[config.mk]
export PLATFORM = sky130hd
export DESIGN_NAME = nivel_comporta_solicitante
export DESIGN_NICKNAME = d
export VERILOG_FILES = /design/src/rtl/nivel_comporta_solicitante_pkg.sv /design/src/rtl/nivel_comporta_solicitante_contador.sv /design/src/rtl/nivel_comporta_solicitante.sv
export SDC_FILE = /design/constraint.sdc
export NUM_CORES = 1
export LEC_CHECK = 0
export BUFFER_PORTS_ARGS = -buffer_cell sky130_fd_sc_hd__buf_4
export CAP_MARGIN = 30
export CORE_UTILIZATION = 30
export DETAILED_ROUTE_END_ITERATION = 10
export SYNTH_ARGS = -nofsm -noshare
export SYNTH_HDL_FRONTEND = slang
export SYNTH_SLANG_ARGS = --single-unit
[constraint.sdc]
create_clock -name clock -period 3.4 [get_ports clock]
set_input_delay 0.51 -clock clock [delete_from_list [all_inputs] [get_ports clock]]
set_output_delay 0.51 -clock clock [all_outputs]
set_load 0.005 [all_outputs]
[src/rtl/nivel_comporta_solicitante_pkg.sv]
// State encodings for the level-driven gate request FSM, shared with the
// gate control unit debug display.
package nivel_comporta_solicitante_pkg;

    typedef enum logic [3:0] {
        OCIOSO        = 4'b0000,
        CONFIRMA_ALTO = 4'b0001,
        ABRINDO       = 4'b0010,
        ABERTA        = 4'b0011,
        FECHANDO      = 4'b0100,
        FALHA         = 4'b0101
    } estado_t;

    localparam logic [3:0] DB_INVALIDO = 4'b1111;

endpackage

[src/rtl/nivel_comporta_solicitante_contador.sv]
// Saturating counter with clear/count controls; fim flags that the count
// currently sits at LIMITE.
module contador_amostras #(
    parameter int W      = 4,
    parameter int LIMITE = 3
) (
    input  logic clock,
    input  logic reset,
    input  logic zera_i,
    input  logic conta_i,
    output logic fim_o
);

    localparam logic [W-1:0] LIMITE_W = W'(LIMITE);

    logic [W-1:0] valor_q;
    logic [W-1:0] valor_d;

    always_comb begin
        valor_d = valor_q;
        if (zera_i) begin
            valor_d = '0;
        end else if (conta_i && (valor_q != LIMITE_W)) begin
            valor_d = valor_q + 1'b1;
        end
    end

    always_ff @(posedge clock or posedge reset) begin
        if (reset) begin
            valor_q <= '0;
        end else begin
            valor_q <= valor_d;
        end
    end

    assign fim_o = (valor_q == LIMITE_W);

endmodule

[src/rtl/nivel_comporta_solicitante.sv]
// Initiator side of the gate handshake: confirms high/low water level over
// several samples, requests the gate open/closed and supervises travel time.
module nivel_comporta_solicitante
    import nivel_comporta_solicitante_pkg::*;
#(
    parameter int NIVEL_W      = 8,
    parameter int LIMITE_ALTO  = 200,
    parameter int LIMITE_BAIXO = 100,
    parameter int AMOSTRAS     = 4,
    parameter int TIMEOUT      = 1000
) (
    input  logic               clock,
    input  logic               reset,
    input  logic [NIVEL_W-1:0] nivel,
    input  logic               nivelValido,
    input  logic               inicioPosicao,
    input  logic               fimPosicao,
    input  logic               limparFalha,
    output logic               abrirComporta,
    output logic               alarme,
    output logic [3:0]         dbEstado
);

    localparam int TEMPO_W = (TIMEOUT > 2) ? $clog2(TIMEOUT) : 1;

    estado_t estado_q;
    estado_t estado_d;

    logic amostraAlta;
    logic amostraBaixa;
    logic contaAmostra;
    logic limpaAmostra;
    logic zeraAmostra;
    logic fimAmostra;
    logic contaTempo;
    logic zeraTempo;
    logic fimTempo;

    assign amostraAlta  = nivelValido && (nivel > NIVEL_W'(LIMITE_ALTO));
    assign amostraBaixa = nivelValido && (nivel < NIVEL_W'(LIMITE_BAIXO));

    // fimAmostra means the pending qualifying sample is the confirming one
    contador_amostras #(.W(4), .LIMITE(AMOSTRAS - 1)) uContadorAmostras (
        .clock   (clock),
        .reset   (reset),
        .zera_i  (zeraAmostra),
        .conta_i (contaAmostra),
        .fim_o   (fimAmostra)
    );

    contador_amostras #(.W(TEMPO_W), .LIMITE(TIMEOUT - 1)) uContadorTempo (
        .clock   (clock),
        .reset   (reset),
        .zera_i  (zeraTempo),
        .conta_i (contaTempo),
        .fim_o   (fimTempo)
    );

    always_ff @(posedge clock or posedge reset) begin
        if (reset) begin
            estado_q <= OCIOSO;
        end else begin
            estado_q <= estado_d;
        end
    end

    always_comb begin
        estado_d     = estado_q;
        contaAmostra = 1'b0;
        limpaAmostra = 1'b0;
        contaTempo   = 1'b0;
        case (estado_q)
            OCIOSO: begin
                if (amostraAlta) begin
                    contaAmostra = 1'b1;
                    estado_d     = fimAmostra ? ABRINDO : CONFIRMA_ALTO;
                end
            end
            CONFIRMA_ALTO: begin
                if (amostraAlta) begin
                    contaAmostra = 1'b1;
                    if (fimAmostra) estado_d = ABRINDO;
                end else if (nivelValido) begin
                    estado_d = OCIOSO;
                end
            end
            ABRINDO: begin
                contaTempo = 1'b1;
                if (fimPosicao)    estado_d = ABERTA;
                else if (fimTempo) estado_d = FALHA;
            end
            ABERTA: begin
                if (amostraBaixa) begin
                    contaAmostra = 1'b1;
                    if (fimAmostra) estado_d = FECHANDO;
                end else if (nivelValido) begin
                    limpaAmostra = 1'b1;
                end
            end
            FECHANDO: begin
                contaTempo = 1'b1;
                if (inicioPosicao) estado_d = OCIOSO;
                else if (fimTempo) estado_d = FALHA;
            end
            FALHA: begin
                if (limparFalha) estado_d = OCIOSO;
            end
            default: estado_d = OCIOSO;
        endcase
        // Both end switches at once can only be a sensor fault
        if ((estado_q != FALHA) && inicioPosicao && fimPosicao) begin
            estado_d = FALHA;
        end
    end

    // The first alto sample carries its count into confirmaAlto
    assign zeraTempo   = (estado_d != estado_q);
    assign zeraAmostra = limpaAmostra ||
                         (zeraTempo && !((estado_q == OCIOSO) && (estado_d == CONFIRMA_ALTO)));

    always_comb begin
        abrirComporta = 1'b0;
        alarme        = 1'b0;
        dbEstado      = DB_INVALIDO;
        case (estado_q)
            OCIOSO, CONFIRMA_ALTO, FECHANDO: dbEstado = estado_q;
            ABRINDO, ABERTA: begin
                dbEstado      = estado_q;
                abrirComporta = 1'b1;
            end
            FALHA: begin
                dbEstado = estado_q;
                alarme   = 1'b1;
            end
            default: dbEstado = DB_INVALIDO;
        endcase
    end

endmodule

==> reports/results.ini, run 1 <==
[place]
gp_congestion=0.792
port_buffers=19
dpl.hpwl_mm=2.01
dp.cells=200

[yosys]
synth_ff_type=dfrtp_1
yosys-top-cells-area=dfrtp_1 36%, nor2_1 8.4%, xnor2_1 6.3%
yosysTopAreaCell=dfrtp_1
syn_nets=151
synth_async_sr_flop_share_pct=100
synth-seq-cells=18
netlist_area_um2=1250
synth-edff-count=0
synth_area_per_cell_um2=9.23
ys_warn_count=0
yosys.cell_types.count=41
yosys.area.top_type_share_pct=36.1
syn_inst=135
yosysSeqAreaShare_pct=36.1

[pwr]
pwr_density_cell_nw_per_um2=320
p_clk_share_pct=36.0
seqPwrFrac_pct=48.2
p_comb_share_pct=15.8
p_int_uw=355
p_switching_uw=115
ir_drop_v=0.000135
switching_share_pct=24.5
leakage_uw=0.000581

[cts]
clock-sinks=18
cts-resized-gates=0
cts_tree=done
cts_setup_buffers=0
cts_hold_buffers=0
clockRootBuffer=clkbuf_8
clk_path_buf_depth=2
clock_latency_ns=0.25
h-tree-depth=1
clk_pin_slew_ns=0.07
cts_made_buffers=3

[drt]
vias=1015
drt_pass1_iterations=4
drtIter0Drc=54
ant_nets=0
viasPerCell=4.98
finalWirelength_mm=2.52
wl_per_cell_um=12.3
drc=0

[timing]
relSlewSlack_pct=55.1
rsz0062_at_grt=no
slew_viol_final=0
finalCritPeriodShare_pct=70.9
setup_viol=0
fin_hold_ws_ns=0.363
finalCriticalPeriod_ns=2.41
skew_ns=0.00169
fin_setup_tns_ns=0
hold_viol=0
max_clock_freq_mhz=415
tightestPinTransition_ns=0.673

[finish]
stdcell_count=204
nets=171
synthToLayoutAreaGrowth_pct=17.9
diodes=0
drive_gt1_share_pct=24.0

[grt]
antenna_found_initial=0
grt_pass1_wl_mm=4.57
track_usage_pct=13.3
gr-total-overflow=0
grt_start_max_net_pins=19
grt_pass1_vias=1061

[status]
status=finished clean

[floorplan]
ioPinCount=20
die_y_um=66.5
die_area_um2=4420
coreArea_um2=4000
die_w_um=66.5
fp-row-count=23
start_util_pct=31.2

[critical_path]
crit_top_cell=nor2_1
r2r-start=uContadorAmostras.valor_q[0]$_DFFE_PP0P_
endpoint_kind=flop
rr_endpoint=uContadorTempo.valor_q[5]$_DFFE_PP0P_
cp.arrival_ns=2.55
crit_chain=ha_1 -> or3b_1 -> nor2_1 -> a21oi_1 -> o22ai_2 -> mux2i_1 -> nand3b_4 -> nor2_1
r2r.worst_path.cells=8
cp-start-kind=flop
crit_required_ns=3.54
slowest_delay_ns=0.43
crit_path_top_delay_cell=or3b_1
worstPathMaxFanout=10
worstSetupPathType=reg2reg
r2r_setup_slack_ns=0.99

[min_path]
hold_path.class=in2async

[run]
cap_violations=0

==> layout by cell type (no fill, tap or decap), drive strengths merged, types with 4 or more instances in the layout <==
| cell | instances |
|---|---|
| nor2 | 28 |
| buf | 19 |
| dfrtp | 18 |
| nand2 | 13 |
| xnor2 | 10 |
| nor4 | 7 |
| inv | 5 |
| mux2i | 5 |
| clkbuf | 4 |
| a21oi | 4 |
==> per-layer routing <==
| layer | wire length (um) | up-vias | part of all wire (%) | track usage, % |
|---|---|---|---|---|
| li1 | - | 510 | - | - |
| met1 | 1230 | 480 | 49 | 16.8 |
| met2 | 1160 | 21 | 46 | 23.3 |
| met3 | 105 | 4 | 4.2 | 1.71 |
| met4 | 27 | 0 | 1.1 | 3.99 |
| met5 | 0 | - | 0 | 0 |
==> power groups by stage <==
| stage | sequential (uW) | combinational [uW] | clock (uW) |
|---|---|---|---|
| final | 227 | 74.2 | 170 |
| after CTS | 227 | 75.6 | 176 |
| after detailed placement | 231 | 75.5 | 0 |
| after global routing | 228 | 82.5 | 187 |
| after floorplan | 223 | 56.8 | 0 |
| after global placement | 230 | 73.5 | 0 |
==> Yosys cell counts, types with 3 or more instances <==
master    count
nand2_1      13
xnor2_1       9
mux2i_1       5
inv_1         5
dfrtp_1      18
a21oi_1       3
nor2_1       28
nand4_1       3
o211ai_1      3
nor4_1        5
xor2_1        3
==> cell type report <==
class	instances	area [um^2]
Tap cell	50	62.6
Multi-Input combinational cell	108	739
Clock buffer	4	55.1
Inverter	5	18.8
Fill cell	414	2530
Timing Repair Buffer	19	143
Sequential cell	18	450
==> state kept, by name, summed over array words and instances (netlist names) <==
register / flops
uContadorTempo.valor_q: 10
uContadorAmostras.valor_q: 4
estado_q: 4
==> cell families after synthesis <==
family                     count (synthesis)  synth area share [%]
AOI/OAI and AO/OA                         19                  14.2
muxes                                      5                  4.02
xor gates and xnor gates                  13                  9.74
DFF                                       18                  36.1
other                                      1                 0.301
and+or+nand+nor                           68                  29.1
buffers and inverters                      9                  4.52
adders and majority gates                  2                  2.01
==> stage by stage <==
step	total power, uW	utilization (%)	cell area (um^2)	worst slack [ns]
floorplan	279	-	1250	1.24
global placement	304	35.3	1410	0.993
detailed placement	306	35.3	1410	0.963
CTS	479	36.7	1470	0.980
global route	498	36.7	1470	0.762
finish	471	36.7	1470	0.991
==> critical path: cells and delay by family (launching register included) <==
family                     cells  cell delay [ns]
muxes                          1             0.41
and+or+nand+nor                4             1.02
adders and majority gates      1             0.17
AOI/OAI and AO/OA              2             0.31
DFF                            1             0.39
==> how the worst max path moves through the flow <==
stage | from | endpoint | slack [ns] | depth (start not counted)
final | uContadorAmostras.valor_q[0]$_DFFE_PP0P_ | uContadorTempo.valor_q[5]$_DFFE_PP0P_ | 0.99 | 8
after global routing | uContadorTempo.valor_q[0]$_DFFE_PP0P_ | uContadorAmostras.valor_q[1]$_DFFE_PP0P_ | 0.76 | 8
after CTS | estado_q[0]$_DFF_PP0_ | uContadorAmostras.valor_q[0]$_DFFE_PP0P_ | 0.98 | 7
after floorplan | uContadorAmostras.valor_q[0]$_DFFE_PP0P_ | uContadorTempo.valor_q[0]$_DFFE_PP0P_ | 1.24 | 8
after global placement | nivel[4] | uContadorTempo.valor_q[0]$_DFFE_PP0P_ | 0.99 | 8
after detailed placement | nivel[4] | uContadorAmostras.valor_q[0]$_DFFE_PP0P_ | 0.96 | 7
Power figures use the tool's default switching activity.
==> run 2: changes to the inputs <==
ABC_AREA = 1   (was not set)
clock period = 2.5 ns   (was 3.4 ns; I/O delays follow)
==> run 2 against run 1 <==
Effect of this change:
- synthesized area up 12%
- final area up 11%
- synthesized cell count up 50%
- first-iteration DRC count up 43%
- flip-flop and latch count unchanged
- clock skew down 0.00062 ns
- largest power group unchanged
- fmax up 12%
- worst setup slack worse by 0.65 ns
- utilization up 0.15 points
- register-to-register slack worse by 0.65 ns
==> reports/results.ini, run 2 <==
[floorplan]
start_util_pct=31.5  ; +0.34 points
die_area_um2=4910  ; +11%
fp-row-count=24  ; +4.3%
ioPinCount=20  ; unchanged
die_w_um=70.1  ; +5.4%
die_y_um=70.1  ; +5.4%
coreArea_um2=4410  ; +10%

[drt]
ant_nets=0  ; unchanged
drtIter0Drc=77  ; +43%
drc=0  ; unchanged
viasPerCell=4.55  ; -8.5%
wl_per_cell_um=10.2  ; -17%
vias=1257  ; +24%
finalWirelength_mm=2.81  ; +12%
drt_pass1_iterations=5  ; +1

[cts]
clockRootBuffer=clkbuf_8
cts-resized-gates=0  ; unchanged
clock-sinks=18  ; unchanged
clock_latency_ns=0.25  ; about the same
clk_pin_slew_ns=0.06  ; about the same
clk_path_buf_depth=2  ; unchanged
cts_tree=done
cts_setup_buffers=0  ; unchanged
h-tree-depth=1  ; unchanged
cts_made_buffers=3  ; unchanged
cts_hold_buffers=0  ; unchanged

[timing]
setup_viol=0  ; unchanged
tightestPinTransition_ns=0.671  ; -0.00220 ns
rsz0062_at_grt=no
worst_slack_ns=0.344  ; -0.647 ns
hold_viol=0  ; unchanged
relSlewSlack_pct=55.2  ; +0.15 points
max_clock_freq_mhz=464  ; +12%
finalCritPeriodShare_pct=86.2  ; +15 points
slew_viol_final=0  ; unchanged
finalCriticalPeriod_ns=2.16  ; -0.253 ns
skew_ns=0.00107  ; -0.000618 ns
fin_setup_tns_ns=0  ; unchanged

[critical_path]
endpoint_kind=flop
crit_family=simple AND/OR/NAND/NOR gates
crit_required_ns=2.68  ; -0.86 ns
crit_top_cell=nand2_1
critPathBufInv=0  ; unchanged
slowest_delay_ns=0.40  ; -0.03 ns
worstPathMaxFanout=11  ; +1
crit_path_top_delay_cell=dfrtp_1
cp.arrival_ns=2.33  ; -0.22 ns
crit_chain=ha_1 -> nand2_1 -> nor2_1 -> nand3b_2 -> nand2_1 -> nand2_1 -> nand2_1 -> nand3_1 -> nand2_1 -> nand2_1 -> nand2_1 -> nand3_2 -> nand2_1 -> nand2_1 -> nor2_1
worstSetupPathType=reg2reg
cp-start-kind=flop

[yosys]
ys_warn_count=0  ; unchanged
synth_common_cells=55 x nand2_1, 32 x inv_1, 31 x nor2_1
synth_area_per_cell_um2=6.85  ; -26%
synth-seq-cells=18  ; unchanged
synth_async_sr_flop_share_pct=100  ; unchanged
synth_ff_type=dfrtp_1
syn_nets=219  ; +45%
netlist_area_um2=1390  ; +12%
yosys.area.top_type_share_pct=32.4  ; -3.7 points
yosysMostFrequentCell=nand2_1
yosys.cell_types.count=28  ; -32%
yosysTopAreaCell=dfrtp_1
syn_inst=203  ; +50%
yosysSeqAreaShare_pct=32.4  ; -3.7 points
synth-edff-count=0  ; unchanged
yosys-top-cells-area=dfrtp_1 32%, nand2_1 15%, inv_1 8.6%

[finish]
nets=242  ; +42%
layout_common_cells=55 x nand2_1, 32 x inv_1, 31 x nor2_1
largest-register=uContadorTempo.valor_q
postLayoutCoreUtil_pct=36.9  ; +0.15 points
largest_reg_flops=10  ; unchanged
multiInputGateArea_um2=790  ; +6.8%
drive_gt1_share_pct=21.0  ; -3.0 points
fill_cells=454  ; +9.7%
ff_latch_area_um2=450  ; unchanged
diodes=0  ; unchanged
largestRegisters=uContadorTempo.valor_q (10), estado_q (4), uContadorAmostras.valor_q (4)
fin_area_um2=1630  ; +11%
final_common_cell=nand2_1
synthToLayoutAreaGrowth_pct=17.1

[grt]
grt_start_max_net_pins=19  ; unchanged
gr-total-overflow=0  ; unchanged
antenna_found_initial=0  ; unchanged
grt_pass1_vias=1244  ; +17%
track_usage_pct=12.6  ; -0.65 points
grt_pass1_wl_mm=5.15  ; +13%

[pwr]
pwr_density_cell_nw_per_um2=371  ; +16%
leakage_uw=0.000867  ; +49%
ir_drop_v=0.000270  ; +99%

[run]
cap_violations=0  ; unchanged

[place]
gp_congestion=0.802  ; +1.3%
dpl.hpwl_mm=2.24  ; +12%
placed_area_um2=1590  ; +12%
port_buffers=19  ; unchanged
place_ws_ns=0.346  ; -0.617 ns

[status]
status=finished clean

[min_path]
hold_path.class=in2async

[run 2: changes by cell type after synthesis, sizes merged, moves of 3 or more]
cell,previous run,this run
nand3,1,13
nand4,3,13
xor2,3,10
inv,5,35
nor2,28,36
xnor2,10,0
o211ai,3,0
nand2,13,57
mux2i,5,0
nor4,7,0
[run 2: per-layer routing]
layer / track usage, % / vias up / wire length, um
met3: 1.44 / 2 / 92
met2: 20.1 / 29 / 1270
met4: 4.44 / 0 / 16
met5: 0 / - / 0
met1: 17.7 / 553 / 1430
li1: - / 673 / -
[run 2: layout make-up]
class                           instances  share of cell area [%]
Timing Repair Buffer                   20                    9.22
Inverter                               35                    8.07
Tap cell                               52                    4.00
Multi-Input combinational cell        148                    48.5
Clock buffer                            3                    2.54
Sequential cell                        18                    27.7
[run 2: power breakdown]
part / total [uW] / switching, uW / leakage [uW] / internal [uW]
clock network: 195 / 87.8 / 0.0000216 / 107
registers: 302 / 6.30 / 0.000247 / 296
logic: 107 / 64.8 / 0.000599 / 42.6
total: 604 / 159 / 0.000867 / 445
[run 2: kinds of logic (layout without fill, tap and decap cells)]
family / after synthesis / after routing / share of synthesized area [%]
fa+ha+maj: 2 / 2 / 1.80
other cells: 1 / 1 / 0.270
buf+inv: 37 / 58 / 10.8
compound gates: 9 / 9 / 4.41
simple gates: 126 / 126 / 44.0
xor+xnor: 10 / 10 / 6.30
flops: 18 / 18 / 32.4
[run 2: metrics by stage]
step | cells | hold WS [ns] | power (uW)
final | 276 | 0.228 | 604
after detailed placement | 273 | 0.524 | 416
after global placement | 273 | 0.524 | 416
after global routing | 276 | 0.303 | 639
after CTS | 276 | 0.256 | 612
after floorplan | 203 | 0.314 | 378
[run 2: final timing paths]
path / startpoint / slack (ns) / depth (start not counted) / end
min in group clock: limparFalha / 0.53 / 3 / estado_q[2]$_DFF_PP0_
hold / removal: reset / 0.23 / 2 / uContadorTempo.valor_q[5]$_DFFE_PP0P_
setup / recovery: uContadorTempo.valor_q[0]$_DFFE_PP0P_ / 0.34 / 15 / uContadorAmostras.valor_q[0]$_DFFE_PP0P_
max in group asynchronous: reset / 1.85 / 2 / estado_q[3]$_DFF_PP0_
setup reg to reg: uContadorTempo.valor_q[0]$_DFFE_PP0P_ / 0.34 / 15 / uContadorAmostras.valor_q[0]$_DFFE_PP0P_
hold reg to reg: uContadorTempo.valor_q[9]$_DFFE_PP0P_ / 0.55 / 2 / uContadorTempo.valor_q[9]$_DFFE_PP0P_
